**config.mk**
```make
export PLATFORM = sky130hd
export DESIGN_NAME = dc_data_buffer_be
export DESIGN_NICKNAME = d
export VERILOG_FILES = /design/src/rtl/dc_data_buffer_be.sv
export SDC_FILE = /design/constraint.sdc
export NUM_CORES = 1
export LEC_CHECK = 0
export CAP_MARGIN = 20
export CORE_UTILIZATION = 50
export CTS_CLUSTER_DIAMETER = 60
export DETAILED_ROUTE_END_ITERATION = 16
export PLACE_DENSITY = 0.75
export SKIP_LAST_GASP = 1
export SYNTH_ARGS = -nofsm -noshare
export SYNTH_HDL_FRONTEND = slang
export SYNTH_SLANG_ARGS = --single-unit
```
**constraint.sdc**
```tcl
create_clock -name clk -period 2.3 [get_ports clk]
set_input_delay 0.46 -clock clk [delete_from_list [all_inputs] [get_ports clk]]
set_output_delay 0.46 -clock clk [all_outputs]
set_load 0.02 [all_outputs]
```
**src/rtl/dc_data_buffer_be.sv**
```systemverilog
// Write-domain storage array for the dual-clock AXI slice: byte-strobed writes through an
// owned one-hot write pointer, one-hot read decode with optional output register.
module dc_data_buffer_be #(
  parameter int unsigned DATA_WIDTH   = 32,
  parameter int unsigned BUFFER_DEPTH = 8,
  parameter int unsigned OUTPUT_REG   = 0
) (
  input  logic                      clk,
  input  logic                      rstn,
  input  logic                      clear,
  input  logic                      write_en,
  input  logic [DATA_WIDTH/8-1:0]   write_strb,
  input  logic [DATA_WIDTH-1:0]     write_data,
  output logic [BUFFER_DEPTH-1:0]   write_pointer,
  input  logic [BUFFER_DEPTH-1:0]   read_pointer,
  output logic [DATA_WIDTH-1:0]     read_data,
  output logic                      ptr_error
);

  localparam int unsigned STRB_W = DATA_WIDTH / 8;

  logic [DATA_WIDTH-1:0]   mem_q [BUFFER_DEPTH];
  logic [DATA_WIDTH-1:0]   mem_d [BUFFER_DEPTH];
  logic [BUFFER_DEPTH-1:0] wptr_q, wptr_d;
  logic                    ptr_error_q, ptr_error_d;

  logic                    rd_onehot_c;
  logic [DATA_WIDTH-1:0]   rd_mux_c;
  logic [DATA_WIDTH-1:0]   rd_sel_c;

  // Write path: clear beats write; the pointer advances even with an all-zero strobe.
  always_comb begin
    mem_d  = mem_q;
    wptr_d = wptr_q;
    if (clear) begin
      wptr_d = BUFFER_DEPTH'(1);
    end else if (write_en) begin
      for (int unsigned s = 0; s < BUFFER_DEPTH; s++) begin
        if (wptr_q[s]) begin
          for (int unsigned b = 0; b < STRB_W; b++) begin
            if (write_strb[b]) begin
              mem_d[s][8*b +: 8] = write_data[8*b +: 8];
            end
          end
        end
      end
      wptr_d = {wptr_q[BUFFER_DEPTH-2:0], wptr_q[BUFFER_DEPTH-1]};
    end
  end

  // Read decode: anything other than exactly one set bit reads as zero and flags an error.
  always_comb begin
    rd_onehot_c = (read_pointer != '0) &&
                  ((read_pointer & (read_pointer - BUFFER_DEPTH'(1))) == '0);
    rd_mux_c    = '0;
    for (int unsigned s = 0; s < BUFFER_DEPTH; s++) begin
      if (read_pointer[s]) begin
        rd_mux_c = rd_mux_c | mem_q[s];
      end
    end
    rd_sel_c    = rd_onehot_c ? rd_mux_c : '0;
    ptr_error_d = ptr_error_q | ~rd_onehot_c;
  end

  always_ff @(posedge clk or negedge rstn) begin
    if (!rstn) begin
      for (int unsigned s = 0; s < BUFFER_DEPTH; s++) begin
        mem_q[s] <= '0;
      end
      wptr_q      <= BUFFER_DEPTH'(1);
      ptr_error_q <= 1'b0;
    end else begin
      for (int unsigned s = 0; s < BUFFER_DEPTH; s++) begin
        mem_q[s] <= mem_d[s];
      end
      wptr_q      <= wptr_d;
      ptr_error_q <= ptr_error_d;
    end
  end

  assign write_pointer = wptr_q;
  assign ptr_error     = ptr_error_q;

  if (OUTPUT_REG != 0) begin : g_oreg
    logic [DATA_WIDTH-1:0] rdata_q, rdata_d;

    assign rdata_d = rd_sel_c;

    always_ff @(posedge clk or negedge rstn) begin
      if (!rstn) begin
        rdata_q <= '0;
      end else begin
        rdata_q <= rdata_d;
      end
    end

    assign read_data = rdata_q;
  end else begin : g_ocomb
    assign read_data = rd_sel_c;
  end

endmodule
```
# Word-level counts from Yosys, hierarchy flattened
# Cells that the tools add are included.
# op_classes
reduce_logical,36
n_bitwise,11
addsub,1
n_mux,11
# op_table
cell,n
$mux W32,9
$or A32 B32 Y32,7
$reduce_and A4 Y1,32
$mux W8,2
$and A8 B8 Y8,1
$logic_not A8 Y1,1
$reduce_bool A8 Y1,1
$sub A8 B1 Y8 const B,1
$not A1 Y1,2
$reduce_bool A2 Y1,1
$logic_and A1 B1 Y1,1
$or A1 B1 Y1,1
# word_totals
wordCells,93
register_bits,265
input_bits,48
out_inout_bits,41

# Logic depth before layout (Yosys ltp)
# Gate-level depths: netlist (run 1).
# logic_depth
depth_word,16
ltp_mapped,7
ltp_nobuf,5

# Worst setup path after synthesis (run 1)
# No wires, ideal clock.
# synth_timing
kind,input to output
startpoint,in read_pointer[2]
endpoint,out read_data[10]
path_buffers,2
stages,7
path_slack_ns,0.055
t_required_ns,1.840
t_arrival_ns,1.785
path_cell_list,buf_2 > nor4_4 > nand4b_1 > nand4_1 > nor2_2 > buf_6 > a31oi_1
# synth_between
elab_chain_len,12
word_cells_on_any_way,17
classes_between,add/sub (1); mux (7); bitwise (6); reduce/logical (3)
# synth_lines
item,line,source
"start, declared",15,"input logic [BUFFER_DEPTH-1:0] read_pointer,"
$mux W32,57,if (read_pointer[s]) begin
$or A32 B32 Y32,58,rd_mux_c = rd_mux_c | mem_q[s];
$mux W32,57,
$or A32 B32 Y32,58,
$mux W32,57,
$or A32 B32 Y32,58,
$mux W32,57,
$or A32 B32 Y32,58,
$mux W32,57,
$or A32 B32 Y32,58,
$mux W32,57,
$mux W32 *,61,rd_sel_c = rd_onehot_c ? rd_mux_c : '0;
"end, declared",16,"output logic [DATA_WIDTH-1:0] read_data,"
# Mark *: on every way between the ends. The rest lies on a longest branch, timed or not.

# Final worst setup path (run 1)
# layout_timing
startpoint,in read_pointer[2]
endpoint,out read_data[23]
# The elaborated chain is that of the path after synthesis.

==> out/summary.md, run 1 <==
• 846 — Synth Net Count
• in2out — WS Path Type
• 14.4 sq um — synthesized area per cell
• 6640 sq um — sequential cell area
• 13200 um — M1 wire length
• 798 — instance count of the mapped netlist
• 0.579 — sequential share of the synthesized area
• 0 — Synth warnings
• 0.246 — fraction of power spent switching nets
• 0.757 — final weighted congestion in routability-driven placement
• 153 um — width of the die
• in2async — class of the worst hold path
• 0.00655 ns — Setup Skew
• 18000 um — sum of net half-perimeters after detailed placement
• 0.472 — Seq pwr share
• 7591 — via count
• -0.131 ns — worst setup slack after layout
• 0.00280 W — net switching power
• 153 um — Die Height
• 0.585 ns — pin slew with the least headroom to its limit
• 0.53 ns — clk_lat worst skew
• primary input — nature of the critical path startpoint
• 265 — FF+latch count, synth
• 0 — global-route congestion overflow total
• 0 — count of flip-flops with a built-in enable after synthesis
• dfrtp_1 — Main synth FF type
• 0.411 GHz — Max Fclk
• 6.61 nW — reported leakage power
• dfrtp_1 — top cell type by total area after synthesis
• 0 — count of max-cap constraint violations
• 0 — count of pins over their slew limit
• write_pointer[6] — worst reg2reg path startpoint
• 30200 um — detailed-route wire length
• 0.127 — combinational power share
• 1.00 — share of synthesized flip-flops with an asynchronous set or reset
• clkbuf_16 — clock root buffer master
• 0 — Final Hold Fails
• met4 — top metal layer carrying routed signals
• 0.509 — share of post-route cells with drive strength above 1
• 265 — Sink Count
• -1.14 ns — pre-CTS setup slack
• read_data[23] — Critical Path Sink
• 7 — number of cells on the critical path
• 24 — Cell variety after synth
• 0.06 ns — post-CTS clock slew at the launch and capture registers of the worst setup and hold paths
• dfrtp_1 — most common cell in the netlist
• 32 — setup violation total in the final timing report
• read_pointer[2] — Critical path origin
• 433 — drt initial violations
• 1159 — Placed Instances
• dfrtp_1, mux2_2, a22oi_1 — cell types with the highest counts after synthesis
• setup timing — violations in the final reports
• 0.628 mV — peak supply drop
• 28 — cts bufs inserted
• 1693 — Layout fillers
• 4 — count of buffering cells on the critical path with inverters included
• 789 nW/um^2 — power density normalized to cell area
• 55 — row count
• -2.98 ns — accumulated negative setup slack
• 47100 um — first-pass GRT wire length
• 0.94 ns — R2R Setup Slk
• compound AO/OA/AOI/OAI gates — kind of cell adding the most delay to the critical path
• 2 — Worst Reg-to-Reg Cells
• 0 — initial antenna violation count
• 0 — final routed DRC violation total
• 0.508 — initial cell density of the core
• 0.610 — worst relative slew slack
• 1 — Clock H-tree levels
• 8064 — via count of the first global-routing pass
• 0.401 — Clk pwr share
• dfrtp_1, mux2_2, a22oi_1 — Area contributors post-synth
• 0.453 ns — tightest hold margin
• 3 — buffer depth of the longest clock path
• mem_q[45] — reg-to-reg critical path endpoint
• 59 — maximum number of pins on one net before global-route repair
• 0.00858 W — cell-internal power
• 88 — number of buffers inserted by port buffering
• 6.21 — detailed-route vias per instance
• 0 — count of antenna-violating nets left after detailed routing
• 5090 sq um — total area of multi-input combinational cells
• buf_2, buf_4, buf_12, a22o_1, a221oi_1, a31oi_4, buf_6 — worst-path cell chain
• yes — clock tree from TritonCTS
• 0.48 ns — biggest cell delay along the critical path
• complete, but fails checks — result of the run
• 14900 um — detailed route wirelength on metal2
• 1.84 ns — Critical Path RT
• 966 — number of nets at the end of the flow
• 0.576 — proportion of netlist area held by the largest area contributor
• 0.260 — Tot GR Track Use
• 2.43 ns — clock period minus worst slack
• 1222 — final instance count without filler cells
• 1420 um — length of routed met3 wiring
• 24.7 um — WL/cell
• 0 — Ant. Diodes
• 23500 sq um — area of the die
• a221oi_1 — CP max stage cell
• 26.0% — Synth-to-Final Area Change
• 1.97 ns — worst endpoint data arrival time
• 22600 sq um — Core Box Area
• output pin — type of element capturing the critical path
• true — unrepaired setup endpoints after global routing
• 32 — peak fanout along the critical path
• 1.06 — fin crit share
• 89 — IO Count
• 11500 sq um — Post-Syn Area
• 5 — detailed-router iteration count before antenna repair
## power groups by stage
stage | Combinational, W | Clock [W] | Sequential (W)
after global routing | 0.00156 | 0.00481 | 0.00543
after detailed placement | 0.00127 | 0 | 0.00543
final | 0.00145 | 0.00457 | 0.00537
after global placement | 0.00125 | 0 | 0.00541
after CTS | 0.00131 | 0.00461 | 0.00535
after floorplan | 0.000776 | 0 | 0.00536
## cell families (layout without fill, tap and decap cells)
logic type      count (synthesis)  count (layout)  share of synthesized area
flops                         265             265                      0.579
mux                           263             263                      0.258
compound gates                163             163                      0.110
simple gates                   58              59                     0.0313
buf+inv                        49             187                     0.0223
## cell usage in the layout, fill, tap and decap left out, types with 22 or more instances in the layout
master	synthesis	final
dfrtp_1	264	262
mux2_2	256	256
a22oi_1	64	64
buf_4	0	45
clkdlybuf4s50_1	0	44
a22o_1	32	32
nand2_2	32	32
clkbuf_16	0	29
a31oi_4	0	25
buf_6	8	25
a221oi_1	32	22
## registers in the layout, summed over array words and instances (netlist names)
signal,cells
mem_q,256
ptr_error,1
write_pointer,8
## worst reg2reg max path, cell delays in order, from the launching register on
cell     delay, ns
dfrtp_1       0.57
nand2_2       0.31
mux2_2        0.37
## metrics by stage
| stage | util | instance area (sq um) | total power [W] |
|---|---|---|---|
| finish | 0.640 | 14400 | 0.0114 |
| global route | 0.640 | 14400 | 0.0118 |
| CTS | 0.613 | 13800 | 0.0113 |
| detailed placement | 0.566 | 12800 | 0.00670 |
| global placement | 0.566 | 12800 | 0.00666 |
| floorplan | - | 11500 | 0.00614 |
## how the worst min path moves through the flow
stage	endpoint	slack, ns	depth (start not counted)
floorplan	mem_q[0]	0.16	0
global placement	mem_q[146]	0.43	1
detailed placement	mem_q[146]	0.43	1
CTS	mem_q[154]	0.46	2
global route	mem_q[82]	0.49	2
finish	mem_q[146]	0.45	2
## layer usage
metal	up-vias	global-route usage
met5	-	0
met4	0	0.0852
met3	46	0.0386
met2	215	0.424
met1	4037	0.359
li1	3293	-
## timing repair
| item | in CTS | in global routing |
|---|---|---|
| gates resized for setup | 199 | 103 |
| buffers inserted | 9 | 2 |
| gates cloned | 2 | 0 |
| setup endpoints to repair | 33 | 36 |
| endpoints found under the hold margin | 51 | 0 |
| pin swaps | 8 | 4 |
| hold buffers | 1 | 0 |
## final cells by class
cell class                 count  share of cell area
sequential                   265               0.459
multi-input combinational    485               0.353
timing repair buffer         138              0.0975
clock buffer                  42              0.0613
tap                          285              0.0247
clock inverter                 7             0.00433
Power figures use the tool's default switching activity.
==> inputs of run 2 (changes only) <==
- CORE_MARGIN: not set -> 2
- CTS_CLUSTER_SIZE: not set -> 25
==> out/summary.md, run 2 (synthesis results as in run 1) <==
• 0.251 — Tot GR Track Use, -0.00882
• write_pointer[1] — worst reg2reg path startpoint
• ptr_error — origin of the worst min-delay path
• 265 — Sink Count, unchanged
• 2.04 ns — worst endpoint data arrival time, +0.07 ns
• 0.0133 ns — Setup Skew, +0.00676 ns
• 7876 — via count of the first global-routing pass, -2.3%
• 155 um — width of the die, +1.3%
• 0.591 — worst relative slew slack, -0.0193
• 0 — initial antenna violation count, unchanged
• 6640 sq um — sequential cell area, unchanged
• 0.52 ns — clk_lat worst skew, about the same
• 24.7 um — WL/cell, -0.28%
• reg2reg — class of the worst hold path
• 1 — Clock H-tree levels, unchanged
• dfrtp_1 — most common cell after layout, fill and taps aside
• 460 — drt initial violations, +6.2%
• 22600 sq um — Core Box Area, unchanged
• 755 nW/um^2 — power density normalized to cell area, -4.2%
• 0.08 ns — post-CTS clock slew at the launch and capture registers of the worst setup and hold paths, +0.02 ns
• 0 — Final Hold Fails, unchanged
• 6 — peak fanout along the critical path, -81%
• 5 — detailed-router iteration count before antenna repair, unchanged
• 1.09 — fin crit share, +0.0306
• 0 — final routed DRC violation total, unchanged
• 32 — setup violation total in the final timing report, unchanged
• complete, but fails checks — result of the run
• 0 — global-route congestion overflow total, unchanged
• 24200 sq um — area of the die, +2.6%
• 24.6% — Synth-to-Final Area Change
• -0.201 ns — worst setup slack after layout, -0.0704 ns
• setup timing — violations in the final reports
• 5030 sq um — total area of multi-input combinational cells, -1.3%
• 963 — number of nets at the end of the flow, -0.31%
• in2out — WS Path Type
• 17800 um — sum of net half-perimeters after detailed placement, -1.0%
• 14300 sq um — area of all placed cells without fillers, -1.1%
• 0.733 mV — peak supply drop, +17%
• 55 — row count, unchanged
• read_pointer[3] — Critical path origin
• 88 — number of buffers inserted by port buffering, unchanged
• 46600 um — first-pass GRT wire length, -1.0%
• primary input — nature of the critical path startpoint
• 0.494 — share of post-route cells with drive strength above 1, -0.0150
• 6.50 nW — reported leakage power, -1.7%
• 0.773 — final weighted congestion in routability-driven placement, +2.0%
• 29900 um — detailed-route wire length, -0.94%
• 1214 — final instance count without filler cells, -0.65%
• output pin — type of element capturing the critical path
• 0 — count of max-cap constraint violations, unchanged
• mem_q — largest register by flop count
• 1.84 ns — Critical Path RT, about the same
• 1689 — Layout fillers, -0.24%
• 89 — IO Count, unchanged
• 6.21 — detailed-route vias per instance, about the same
• 0 — Ant. Diodes, unchanged
• 20 — cts bufs inserted, -29%
• 68 — maximum number of pins on one net before global-route repair, +15%
• 0.400 GHz — Max Fclk, -2.8%
• 0 — count of pins over their slew limit, unchanged
• 256 — max FFs per register, unchanged
• 0.0108 W — total design power, -5.3%
• dfrtp_1, mux2_2, a22oi_1, clkdlybuf4s50_1, buf_4 — top library cells by usage in the layout, fill and taps aside
• clkbuf_16 — clock root buffer master
• 0.614 ns — pin slew with the least headroom to its limit, +0.0289 ns
• 155 um — Die Height, +1.3%
• 7543 — via count, -0.63%
• yes — clock tree from TritonCTS
• 0.508 — initial cell density of the core, unchanged
• true — unrepaired setup endpoints after global routing
• 2.50 ns — clock period minus worst slack, +0.0704 ns
• 0 — count of antenna-violating nets left after detailed routing, unchanged
• 3 — buffer depth of the longest clock path, unchanged
• 1161 — Placed Instances, +0.17%
• 12800 sq um — placed cell areas, +0.22%
• 0.633 — Util after Layout, -0.00709
==> run 2: per-layer routing <==
metal / global-route usage / vias to the layer above / wire, um
met3: 0.0251 / 47 / 1460
met1: 0.360 / 4013 / 13400
met2: 0.415 / 203 / 14300
li1: - / 3280 / -
met5: 0 / - / 0
met4: 0.0642 / 0 / 819
==> run 2: cell type report <==
cell class | instances | share of cell area
sequential | 265 | 0.465
multi-input combinational | 485 | 0.352
timing repair buffer | 143 | 0.105
clock buffer | 21 | 0.0360
tap | 285 | 0.0250
clock inverter | 15 | 0.0173
==> run 2: path summary, 6_finish.rpt <==
path,end,slack [ns],cells after the start
max,read_data[22],-0.20,10
min,ptr_error,0.47,1
max reg2reg,mem_q[219],0.94,2
min reg2reg,ptr_error,0.47,1
max in group asynchronous,mem_q[30],1.02,3
min in group asynchronous,mem_q[82],0.49,2
==> run 2: worst max-delay path, cell delays in order <==
cell	delay, ns
buf_12	0.11
nor4_4	0.39
nand4b_1	0.18
nand4_1	0.14
buf_4	0.14
nor2_4	0.05
buf_12	0.12
buf_12	0.14
a31oi_1	0.14
buf_4	0.16
==> run 2: report_power, final <==
group / leakage, nW / switching [W] / internal (W)
Clock: 0.367 / 0.00190 / 0.00210
Sequential: 3.54 / 0.000245 / 0.00511
Combinational: 2.60 / 0.000712 / 0.000719
==> run 2: timing repair <==
action | in CTS | in global routing
resized for setup | 222 | 73
endpoints found under the setup margin | 32 | 35
gates cloned | 3 | 0
hold buffers | 1 | 0
setup buffers | 13 | 4
hold endpoints to repair | 60 | 0
pin swaps | 8 | 10
==> run 2: stage by stage <==
| step | hold WS, ns | setup WS (ns) | TNS (ns) |
|---|---|---|---|
| global placement | 0.454 | -0.981 | -31.60 |
| CTS | 0.472 | -0.158 | -3.16 |
| floorplan | 0.164 | 0.0548 | 0 |
| detailed placement | 0.453 | -1.08 | -35.61 |
| finish | 0.472 | -0.201 | -4.74 |
| global route | 0.506 | -0.293 | -7.39 |
==> patch: new RTL, flow settings as in run 2 <==
Put a register stage on the output `read_data`, cleared by the reset. The value now appears one clock later. The other outputs are not delayed to match.
--- a/src/rtl/dc_data_buffer_be.sv
+++ b/src/rtl/dc_data_buffer_be.sv
@@ -19,4 +19,6 @@
 
   localparam int unsigned STRB_W = DATA_WIDTH / 8;
+
+  logic [DATA_WIDTH-1:0] read_data_d;
 
   logic [DATA_WIDTH-1:0]   mem_q [BUFFER_DEPTH];
@@ -95,7 +97,15 @@
     end
 
-    assign read_data = rdata_q;
+    assign read_data_d = rdata_q;
   end else begin : g_ocomb
-    assign read_data = rd_sel_c;
+    assign read_data_d = rd_sel_c;
+  end
+
+  always_ff @(posedge clk or negedge rstn) begin
+    if (!rstn) begin
+      read_data <= '0;
+    end else begin
+      read_data <= read_data_d;
+    end
   end
 
Function: changed (a bounded check fails within 4 cycles, from zero or initial values and one cycle with rstn low).
==> patch against run 2 <==
- area after synthesis increased by 10%
- clock skew increased by 0.0092 ns
- count of clock-buffer cells in the layout increased by 3
- power increased by 6.1%
- design area increased by 4.2%
- sequential cell count increased by 32
- routed wire length increased by 5.2%
- worst setup slack improved by 0.34 ns
- via count increased by 7.2%
- largest power group unchanged
==> patch: results <==
{
  "outcome": "finished, final reports clean",
  "cts-htree-levels": 1,
  "worstPathArrival_ns": 1.70,
  "timing.final.hold_violations": 0,
  "post_dp_cell_area_um2": 14100,
  "drcViolationCount": 0,
  "drive_above_1_share_pct": 41.4,
  "critPathCapture": "write_pointer[7]",
  "grt_max_degree": 70,
  "grt_util_all_layers_pct": 24.4,
  "worstReg2RegEnd": "mem_q[41]$_DFFE_PN0P_",
  "cellLeakagePower_nw": 6.85,
  "count_of_cells_resized_by_post_cts_repair": 3,
  "fillerInstances": 1983,
  "maximum_clock_skew_at_final_layout_ns": 0.0225,
  "largest_register_ffs": 256,
  "number_of_nets_in_the_finished_design": 1045,
  "worst_r2r_path_depth": 3,
  "avgViaCountPerCell": 6.02,
  "worst_path_dominant_cell_family": "buffers and inverters",
  "numCtsBuffers": 22,
  "worstMarginPinSlew_ns": 0.763,
  "synth.distinct_cells": 30,
  "reg2reg_slack_ns": 0.94,
  "place.detailed.hpwl_um": 19100,
  "critPathLaunch": "write_pointer[7]$_DFFE_PN0P_",
  "slowest_stage": "clkdlybuf4s50_1",
  "drt-wirelength-per-cell_um": 23.5,
  "grt_antenna_before_repair": 0,
  "postCtsSetupRepairBufs": 0,
  "ys_top_cells_by_count": "dfrtp_1, mux2_2, a22oi_1",
  "postCtsHoldBufs": 1,
  "path_max_fanout": 7,
  "yosys_warnings": 0,
  "clock_tree.root_cell": "clkbuf_16",
  "wire_length_of_the_first_global_routing_pass_um": 49700,
  "worstSkewPairLatency_ns": 0.54,
  "antennaDiodeCount": 0,
  "vias_in_the_first_global_route": 8481,
  "gp_congestion": 0.761,
  "syn_nets": 947,
  "drtIter0Drc": 661,
  "vdd_ir_drop_max_mv": 0.527,
  "worst_hold_check_path_type": "in -> async",
  "critical_path.reg2reg.startpoint": "write_pointer[6]$_DFFE_PN0P_",
  "clk_path_buf_depth": 3,
  "ys_top_cells_by_area": "dfrtp_1, mux2_2, a22oi_1",
  "synth_seq_area_share_pct": 58.9,
  "worst_path_largest_cell_delay_ns": 0.65,
  "worst_setup_hold_path_clk_slew_ns": 0.09
}
-- patch: changes by cell type after synthesis, sizes merged, moves of 32 or more --
cell	before	now
dfrtp	264	296
a22o	32	0
a22oi	64	129
a21oi	0	32
a221oi	32	0
a31oi	32	0
-- patch: power breakdown --
group / internal [mW] / leakage (nW) / switching (mW)
logic: 0.687 / 2.49 / 0.679
registers: 5.68 / 3.98 / 0.246
clock network: 2.01 / 0.379 / 2.14
total: 8.37 / 6.85 / 3.07
-- patch: cell families (layout without fill, tap and decap cells) --
kind of cell | after synthesis | in the layout | synth area share, %
AO/OA/AOI/OAI | 165 | 165 | 10.2
AND/OR/NAND/NOR | 117 | 117 | 5.21
buffers and inverters | 55 | 169 | 2.20
flip-flops | 297 | 297 | 58.9
adder cells (fa/ha/maj) | 1 | 1 | 0.0793
XOR/XNOR | 1 | 1 | 0.0694
multiplexers | 263 | 263 | 23.4
-- patch: stage by stage --
stage	cells	setup WS (ns)	power (mW)	hold slack, ns	TNS (ns)
final	1343	0.143	11.4	0.494	0
after global routing	1343	0.0956	11.9	0.520	0
after CTS	1342	0.000657	11.5	0.508	0
after detailed placement	1301	-0.211	7.38	0.477	-22.19
after global placement	1301	-0.157	7.32	0.475	-16.34
after floorplan	899	0.581	6.80	0.164	0
-- patch: final cells by class --
cell class | instances | area, µm² | share of cell area, %
multi-input combinational | 547 | 4930 | 33.2
sequential | 297 | 7440 | 50.0
timing repair buffer | 129 | 1320 | 8.84
clock inverter | 16 | 186 | 1.25
clock buffer | 24 | 589 | 3.96
tap | 330 | 413 | 2.78
-- patch: metal layers --
metal / track usage, % / vias up / part of all wire, %
li1: - / 3557 / -
met1: 34.6 / 4221 / 44
met2: 39.4 / 254 / 48
met3: 3.92 / 55 / 5.4
met4: 6.80 / 0 / 2.3
met5: 0 / - / 0
